**src/rtl/sad_sequencer_if.sv**
```systemverilog
// Memory-stage SAD opcode/result bus between the pipeline/datapath (master) and the SAD sequencer (slave).
interface sad_sequencer_if #(
  parameter int ADDR_W = 32,
  parameter int CNT_W  = 16
);
  logic [1:0]        SADM;
  logic [ADDR_W-1:0] FrameAddrM;
  logic              SadDone;
  logic [31:0]       SadResult;
  logic              ErrClear;
  logic              SadStart;
  logic              StallSAD;
  logic              Busy;
  logic              WinValid;
  logic [31:0]       BestSAD;
  logic [ADDR_W-1:0] BestAddr;
  logic              BestValid;
  logic [CNT_W-1:0]  CandCount;
  logic              ErrNoWin;
  logic              ErrTimeout;

  modport master (
    output SADM, FrameAddrM, SadDone, SadResult, ErrClear,
    input  SadStart, StallSAD, Busy, WinValid, BestSAD, BestAddr,
           BestValid, CandCount, ErrNoWin, ErrTimeout
  );

  modport slave (
    input  SADM, FrameAddrM, SadDone, SadResult, ErrClear,
    output SadStart, StallSAD, Busy, WinValid, BestSAD, BestAddr,
           BestValid, CandCount, ErrNoWin, ErrTimeout
  );
endinterface

```
**src/rtl/sad_sequencer.sv**
```systemverilog
// SAD block-matching controller: launches one datapath run per accepted frame opcode, tracks the minimum SAD.
// SadStart one cycle after accept; StallSAD holds upstream while COMPUTE sees any opcode; next accept the edge after done.
module sad_sequencer #(
  parameter int ADDR_W  = 32,
  parameter int CNT_W   = 16,
  parameter int TIMEOUT = 64
) (
  input logic            Clk,
  input logic            Reset,
  sad_sequencer_if.slave sad
);
  localparam int TW = (TIMEOUT > 2) ? $clog2(TIMEOUT) : 1;
  localparam logic [TW-1:0] TO_LAST = TW'(TIMEOUT - 2);

  typedef enum logic {IDLE, COMPUTE} state_t;

  state_t            state;
  logic              sad_start;
  logic              win_valid;
  logic [31:0]       best_sad;
  logic [ADDR_W-1:0] best_addr;
  logic [ADDR_W-1:0] pend_addr;
  logic              best_valid;
  logic [CNT_W-1:0]  cand_count;
  logic [TW-1:0]     tcnt;
  logic              err_nowin;
  logic              err_timeout;

  logic frame_op;
  logic nowin_set;
  logic timeout_set;

  assign frame_op    = (sad.SADM == 2'd1) || (sad.SADM == 2'd2);
  assign nowin_set   = (state == IDLE) && frame_op && !win_valid;
  assign timeout_set = (state == COMPUTE) && !sad.SadDone && (tcnt == TO_LAST);

  always_ff @(posedge Clk or posedge Reset) begin
    if (Reset) begin
      state       <= IDLE;
      sad_start   <= 1'b0;
      win_valid   <= 1'b0;
      best_sad    <= '1;
      best_addr   <= '0;
      pend_addr   <= '0;
      best_valid  <= 1'b0;
      cand_count  <= '0;
      tcnt        <= '0;
      err_nowin   <= 1'b0;
      err_timeout <= 1'b0;
    end else begin
      sad_start <= 1'b0;
      case (state)
        IDLE: begin
          if (sad.SADM == 2'd3)
            win_valid <= 1'b1;
          if (frame_op && win_valid) begin
            pend_addr <= sad.FrameAddrM;
            sad_start <= 1'b1;
            tcnt      <= '0;
            state     <= COMPUTE;
            if (sad.SADM == 2'd1) begin
              best_sad   <= '1;
              best_valid <= 1'b0;
              cand_count <= '0;
            end
          end
        end
        COMPUTE: begin
          // Done beats a same-cycle timeout; strict compare keeps the earlier candidate on ties.
          if (sad.SadDone) begin
            if (sad.SadResult < best_sad) begin
              best_sad  <= sad.SadResult;
              best_addr <= pend_addr;
            end
            best_valid <= 1'b1;
            if (cand_count != '1)
              cand_count <= cand_count + CNT_W'(1);
            state <= IDLE;
          end else if (tcnt == TO_LAST) begin
            state <= IDLE;
          end else begin
            tcnt <= tcnt + TW'(1);
          end
        end
        default: state <= IDLE;
      endcase
      err_nowin   <= nowin_set   | (err_nowin   & ~sad.ErrClear);
      err_timeout <= timeout_set | (err_timeout & ~sad.ErrClear);
    end
  end

  assign sad.SadStart   = sad_start;
  assign sad.StallSAD   = (sad.SADM != 2'd0) && (state == COMPUTE);
  assign sad.Busy       = (state == COMPUTE);
  assign sad.WinValid   = win_valid;
  assign sad.BestSAD    = best_sad;
  assign sad.BestAddr   = best_addr;
  assign sad.BestValid  = best_valid;
  assign sad.CandCount  = cand_count;
  assign sad.ErrNoWin   = err_nowin;
  assign sad.ErrTimeout = err_timeout;
endmodule

```
**src/flat_wrapper.sv**
```systemverilog
// flat-port wrapper written by rule: the top's interface ports become plain ports
module sad_sequencer_flat 
#(
  parameter int ADDR_W  = 32,
  parameter int CNT_W   = 16,
  parameter int TIMEOUT = 64
)
  (Clk, Reset, sad_SADM, sad_FrameAddrM, sad_SadDone, sad_SadResult, sad_ErrClear, sad_SadStart, sad_StallSAD, sad_Busy, sad_WinValid, sad_BestSAD, sad_BestAddr, sad_BestValid, sad_CandCount, sad_ErrNoWin, sad_ErrTimeout);
  sad_sequencer_if #(.ADDR_W(ADDR_W), .CNT_W(CNT_W)) sad_i ();
  input logic Clk;
  input logic Reset;
  input wire logic [$bits(sad_i.SADM)-1:0] sad_SADM;
  input wire logic [$bits(sad_i.FrameAddrM)-1:0] sad_FrameAddrM;
  input wire logic [$bits(sad_i.SadDone)-1:0] sad_SadDone;
  input wire logic [$bits(sad_i.SadResult)-1:0] sad_SadResult;
  input wire logic [$bits(sad_i.ErrClear)-1:0] sad_ErrClear;
  output wire logic [$bits(sad_i.SadStart)-1:0] sad_SadStart;
  output wire logic [$bits(sad_i.StallSAD)-1:0] sad_StallSAD;
  output wire logic [$bits(sad_i.Busy)-1:0] sad_Busy;
  output wire logic [$bits(sad_i.WinValid)-1:0] sad_WinValid;
  output wire logic [$bits(sad_i.BestSAD)-1:0] sad_BestSAD;
  output wire logic [$bits(sad_i.BestAddr)-1:0] sad_BestAddr;
  output wire logic [$bits(sad_i.BestValid)-1:0] sad_BestValid;
  output wire logic [$bits(sad_i.CandCount)-1:0] sad_CandCount;
  output wire logic [$bits(sad_i.ErrNoWin)-1:0] sad_ErrNoWin;
  output wire logic [$bits(sad_i.ErrTimeout)-1:0] sad_ErrTimeout;
  assign sad_i.SADM = sad_SADM;
  assign sad_i.FrameAddrM = sad_FrameAddrM;
  assign sad_i.SadDone = sad_SadDone;
  assign sad_i.SadResult = sad_SadResult;
  assign sad_i.ErrClear = sad_ErrClear;
  assign sad_SadStart = sad_i.SadStart;
  assign sad_StallSAD = sad_i.StallSAD;
  assign sad_Busy = sad_i.Busy;
  assign sad_WinValid = sad_i.WinValid;
  assign sad_BestSAD = sad_i.BestSAD;
  assign sad_BestAddr = sad_i.BestAddr;
  assign sad_BestValid = sad_i.BestValid;
  assign sad_CandCount = sad_i.CandCount;
  assign sad_ErrNoWin = sad_i.ErrNoWin;
  assign sad_ErrTimeout = sad_i.ErrTimeout;
  sad_sequencer #(.ADDR_W(ADDR_W), .CNT_W(CNT_W), .TIMEOUT(TIMEOUT)) u_core (.Clk(Clk), .Reset(Reset), .sad(sad_i));
endmodule
```
**config.mk**
```make
export PLATFORM = sky130hd
export DESIGN_NAME = sad_sequencer_flat
export DESIGN_NICKNAME = d
export VERILOG_FILES = /design/src/rtl/sad_sequencer_if.sv /design/src/rtl/sad_sequencer.sv /design/src/flat_wrapper.sv
export SDC_FILE = /design/constraint.sdc
export NUM_CORES = 1
export LEC_CHECK = 0
export CORE_UTILIZATION = 52
export CTS_BUF_LIST = sky130_fd_sc_hd__clkbuf_8 sky130_fd_sc_hd__clkbuf_16
export CTS_CLUSTER_DIAMETER = 150
export DETAILED_ROUTE_END_ITERATION = 8
export GPL_TIMING_DRIVEN = 0
export PLACE_DENSITY = 0.85
export SYNTH_ARGS = -nofsm -noshare
export SYNTH_HDL_FRONTEND = slang
export SYNTH_SLANG_ARGS = --single-unit
```
**constraint.sdc**
```tcl
create_clock -name Clk -period 10.4 [get_ports Clk]
set_input_delay 2.08 -clock Clk [delete_from_list [all_inputs] [get_ports Clk]]
set_output_delay 2.08 -clock Clk [all_outputs]
set_load 0.01 [all_outputs]
```
---- Word level (Yosys, flattened, before mapping) ----
Cells that the tools add are included.
storage, ports and cells
  register bits ........................... 124
  output and inout port bits .............. 87
operators by class
  add/sub/neg operators ................... 2
  $lt $le $gt $ge ......................... 1
  equal/unequal tests ..................... 12
  mux-type cells .......................... 23
  bitwise gates (word level) .............. 6
  reduce and logical (&&, ||, !) cells .... 17
operators by type and width
  kind                     count
  $mux W32                 4
  $mux W16                 4
  $pmux W32 S2             1
  $lt A32 B32 Y1           1
  $pmux W16 S2             1
  $mux W6                  3
  $add A16 B1 Y16 const B  1
  $ne A16 B16 Y1 const B   1
  $ne A2 B2 Y1 const B     6
  $pmux W6 S2              1
  $reduce_and A3 Y1        3
  $reduce_and A4 Y1        2
  $mux W1                  7
  $add A6 B1 Y6 const B    1
  $eq A6 B6 Y1 const B     1
  $logic_and A1 B1 Y1      6
  $eq A2 B2 Y1 const B     2
  $pmux W1 S2              2
  $reduce_and A2 Y1        2
  $and A1 B1 Y1            2
  $eq A2 B1 Y1 const B     1
  $logic_not A1 Y1         2
  $ne A2 B1 Y1 const B     1
  $not A1 Y1               2
  3 further kinds          4

---- Depth between registers and ports, before layout ----
  depth in word-level cells ............... 5
  gate-level depth with buffers ........... 10

---- Worst setup path before layout ----
OpenSTA, ideal clock, no wires.
  path type ............................... input -> output
  start ................................... input sad_SADM[0]
  end ..................................... output sad_StallSAD
  data arrival time ....................... 2.441 ns
  slack ................................... 5.879 ns
  cell stages on the path ................. 3
  buffers on the path ..................... 0
  cell sequence ........................... inv_1 > ha_1 > nor2_1
between the ends
  cells in the longest elaborated chain, start to end .. 2
RTL lines
  item                 RTL line             source
  start: declaration   flat_wrapper.sv:12   input wire logic [$bits(sad_i.SADM)-1:0] sad_SADM;
  $reduce_bool A2 Y1   sad_sequencer.sv:93  assign sad.StallSAD = (sad.SADM != 2'd0) && (state == COMPUTE);
  $logic_and A1 B1 Y1  sad_sequencer.sv:93
  end: declaration     flat_wrapper.sv:18   output wire logic [$bits(sad_i.StallSAD)-1:0] sad_StallSAD;
No other way between the ends.

---- Final worst setup path ----
Ends and elaborated chain as after synthesis.

==> qor.txt <==
status - completed
Worst Path Class, Setup - in2out
x dimension of the die - 107 um
number of cell rows - 37
cell at the root of the clock tree - sky130_fd_sc_hd__clkbuf_8
worst path arrival time - 3.50 ns
CTS tree - yes
Final Critical Period - 5.58 ns
Fin Hold WS - 0.470 ns
clock power share - 27.7%
Worst Setup Slack, final - 4.82 ns
hold violation count in the final report - 0
synthesized cell area - 0.00574 sq mm
cell type contributing the most total cell area after synthesis - sky130_fd_sc_hd__dfrtp_1
Critical Path Source Type - primary input
Worst R2R Setup Slack - 7.44 ns
commonest non-fill, non-tap cells in the layout - 156 x sky130_fd_sc_hd__clkdlybuf4s50_1, 119 x sky130_fd_sc_hd__nand2_1, 92 x sky130_fd_sc_hd__dfrtp_1
worst slack at placement - 4.83 ns
clock slew at reported path FFs - 0.06 ns
Post-CTS Setup Inserts - 0
launch instance of the worst min-delay path - u_core.pend_addr[28]
share of post-route cells with drive strength above 1 - 11.4%
total core area - 0.0105 sq mm
P per Cell Area - 278 mW/mm^2
clock skew - 0.0118 ns
largest driver fanout on the critical path - 3
number of port buffers - 156
part of the power in registers - 36.6%
Inserted Diodes - 0
WL per Instance - 16.4 um
fraction of power consumed by combinational cells - 35.7%
Via Count - 4,576
RD Place Congestion - 0.875
switch share - 31.2%
Fmax achieved - 179 MHz
average via count per standard cell - 5.39
first-pass GRT wire length - 23.3 mm
clock buffer depth - 2
y dimension of the die - 107 um
portion of synthesized cell area occupied by the leading cell type - 40.1%
starting density of the core - 54.6%
setup-violating endpoint count in the final report - 0
PostCTS Resize Cnt - 0
Slew @ Worst Pin - 0.729 ns
# Max-Cap Violations - 0
Sinks on Clock Net - 124
DPL Wire Length - 9.98 mm
total of warnings raised by yosys - 0
number of standard cells after synthesis - 524
Hold Path Class - reg2reg
total count of max-transition violations in the final report - 0
Area Overhead vs Synth - 41.8%
worst max-slew margin expressed relative to the limit - 51.2%
Worst Path Required - 8.32 ns
1st-iter DRT viols - 290
number of enable flip-flop cells after synthesis - 0
leakage power - 3.87 nW
utilization after layout - 77.5%
DRT antenna net count - 0
maximum number of pins on one net before global-route repair - 71
source-to-sink clock delay at the later pin of the worst-skew pair - 0.52 ns
Detailed Routing Iterations Pass 1 - 4
die footprint - 0.0115 sq mm
post-synthesis net count - 631
GRT overflow - 0
commonest register cell after synthesis - sky130_fd_sc_hd__dfrtp_1
Peak supply drop - 0.000172 V
Final nets - 807
post-synthesis average cell area - 11.0 sq um
I/O pin count - 157
sequential area share after synthesis - 54.8%
Critical Path Sink Type - primary output
initial antenna violation count - 0
most frequent standard cell in the layout excluding fill and tap cells - sky130_fd_sc_hd__clkdlybuf4s50_1
logic depth of the worst register-to-register path - 10
async set-or-reset flop fraction in the synthesized netlist - 100%
final period utilization - 53.6%
internal power - 1.56 mW
launch point of the critical path - sad_SADM[0]
net switching power - 0.707 mW
CTS H-Tree Depth - 4
Inserted Clock Buffers - 17
number of hold-repair buffers added at the cts stage - 0
number of flip-flops and latches in the synthesized netlist - 124
biggest area contributors in the synthesized netlist - sky130_fd_sc_hd__dfrtp_1 40%, sky130_fd_sc_hd__dfstp_2 15%, sky130_fd_sc_hd__ha_1 8.1%
DRT Wirelength - 13.9 mm
Critical R2R Launch - u_core.sad.BestSAD[19]
end of the worst register-to-register path - u_core.sad.BestSAD[10]
vias in the first global route - 4,885
number of library cell types mapped by synthesis - 45
DRC violation count after routing - 0
GRT Total Usage - 26.3%
destination of the critical timing path - sad_StallSAD
unrepaired setup endpoints after global routing - false
Setup Total Neg Slack - 0 ns
## power groups by stage
stage | Sequential [mW] | Combinational [mW] | Clock [mW]
2_1_floorplan | 0.866 | 0.367 | 0
3_3_place_gp | 0.817 | 0.775 | 0
3_5_place_dp | 0.833 | 0.807 | 0
4_1_cts | 0.829 | 0.818 | 0.638
5_1_grt | 0.854 | 0.888 | 0.659
6_report | 0.830 | 0.808 | 0.627
## cell usage after synthesis (4+ instances only)
master and number:
sky130_fd_sc_hd__nor2_1 25, sky130_fd_sc_hd__xnor2_1 5, sky130_fd_sc_hd__inv_1 41, sky130_fd_sc_hd__a21oi_1 11
sky130_fd_sc_hd__xor2_1 13, sky130_fd_sc_hd__clkbuf_1 10, sky130_fd_sc_hd__ha_1 37, sky130_fd_sc_hd__buf_2 4
sky130_fd_sc_hd__mux2_2 4, sky130_fd_sc_hd__nand4_1 7, sky130_fd_sc_hd__nand3_1 8, sky130_fd_sc_hd__a211oi_1 4
sky130_fd_sc_hd__dfrtp_1 92, sky130_fd_sc_hd__and3_1 6, sky130_fd_sc_hd__o21ai_0 7, sky130_fd_sc_hd__buf_1 4
sky130_fd_sc_hd__mux2_1 28, sky130_fd_sc_hd__dfstp_2 32, sky130_fd_sc_hd__nand2_1 119, sky130_fd_sc_hd__o32a_1 31
## per-layer routing
layer  up-vias  routed length, um  GRT usage (%)
li1       2156                  -              -
met1      2247               5620           31.4
met2       156               7090           44.7
met3        17               1050           8.45
met4         0                163           8.81
met5         -                  0              0
## state kept, by name, summed over array words and instances, names as in the netlist, 6 cells and up
name / count
u_core.tcnt: 6
u_core.sad.CandCount: 16
u_core.pend_addr: 32
u_core.sad.BestAddr: 32
u_core.sad.BestSAD: 32
## cell families (layout without fill, tap and decap cells)
logic type	count (synthesis)	count (layout)	share of synthesized area [%]
simple gates	179	179	13.5
flops	124	124	54.8
compound gates	70	70	9.92
buf+inv	63	252	4.60
fa+ha+maj	37	37	8.07
mux	33	33	6.45
xor+xnor	18	18	2.75
## worst max-delay path, cell delays in order
cell and delay (ns):
sky130_fd_sc_hd__clkdlybuf4s50_1 0.51, sky130_fd_sc_hd__inv_1 0.06, sky130_fd_sc_hd__ha_1 0.19, sky130_fd_sc_hd__nor2_1 0.08, sky130_fd_sc_hd__clkdlybuf4s50_1 0.57
## area by class of cell
cell class,instances,area (sq um)
clock inverter,15,223
clock buffer,17,414
fill,697,2370
tap,136,170
timing repair buffer,157,1590
inverter,42,163
multi-input combinational,337,2330
sequential,124,3140
buffer,21,106
## worst min-delay path by stage
stage | cells after the start | to
after floorplan | 2 | u_core.pend_addr[0]
after global placement | 2 | u_core.pend_addr[13]
after detailed placement | 2 | u_core.pend_addr[11]
after CTS | 2 | u_core.pend_addr[20]
after global routing | 1 | u_core.sad.BestAddr[18]
final | 2 | u_core.pend_addr[28]
## through the flow
| step | cells | instance area [sq um] | power [mW] |
|---|---|---|---|
| floorplan | 524 | 5740 | 1.23 |
| global placement | 816 | 7470 | 1.59 |
| detailed placement | 817 | 7500 | 1.64 |
| CTS | 849 | 8140 | 2.29 |
| global route | 849 | 8140 | 2.40 |
| finish | 849 | 8140 | 2.26 |
Power figures use the tool's default switching activity.
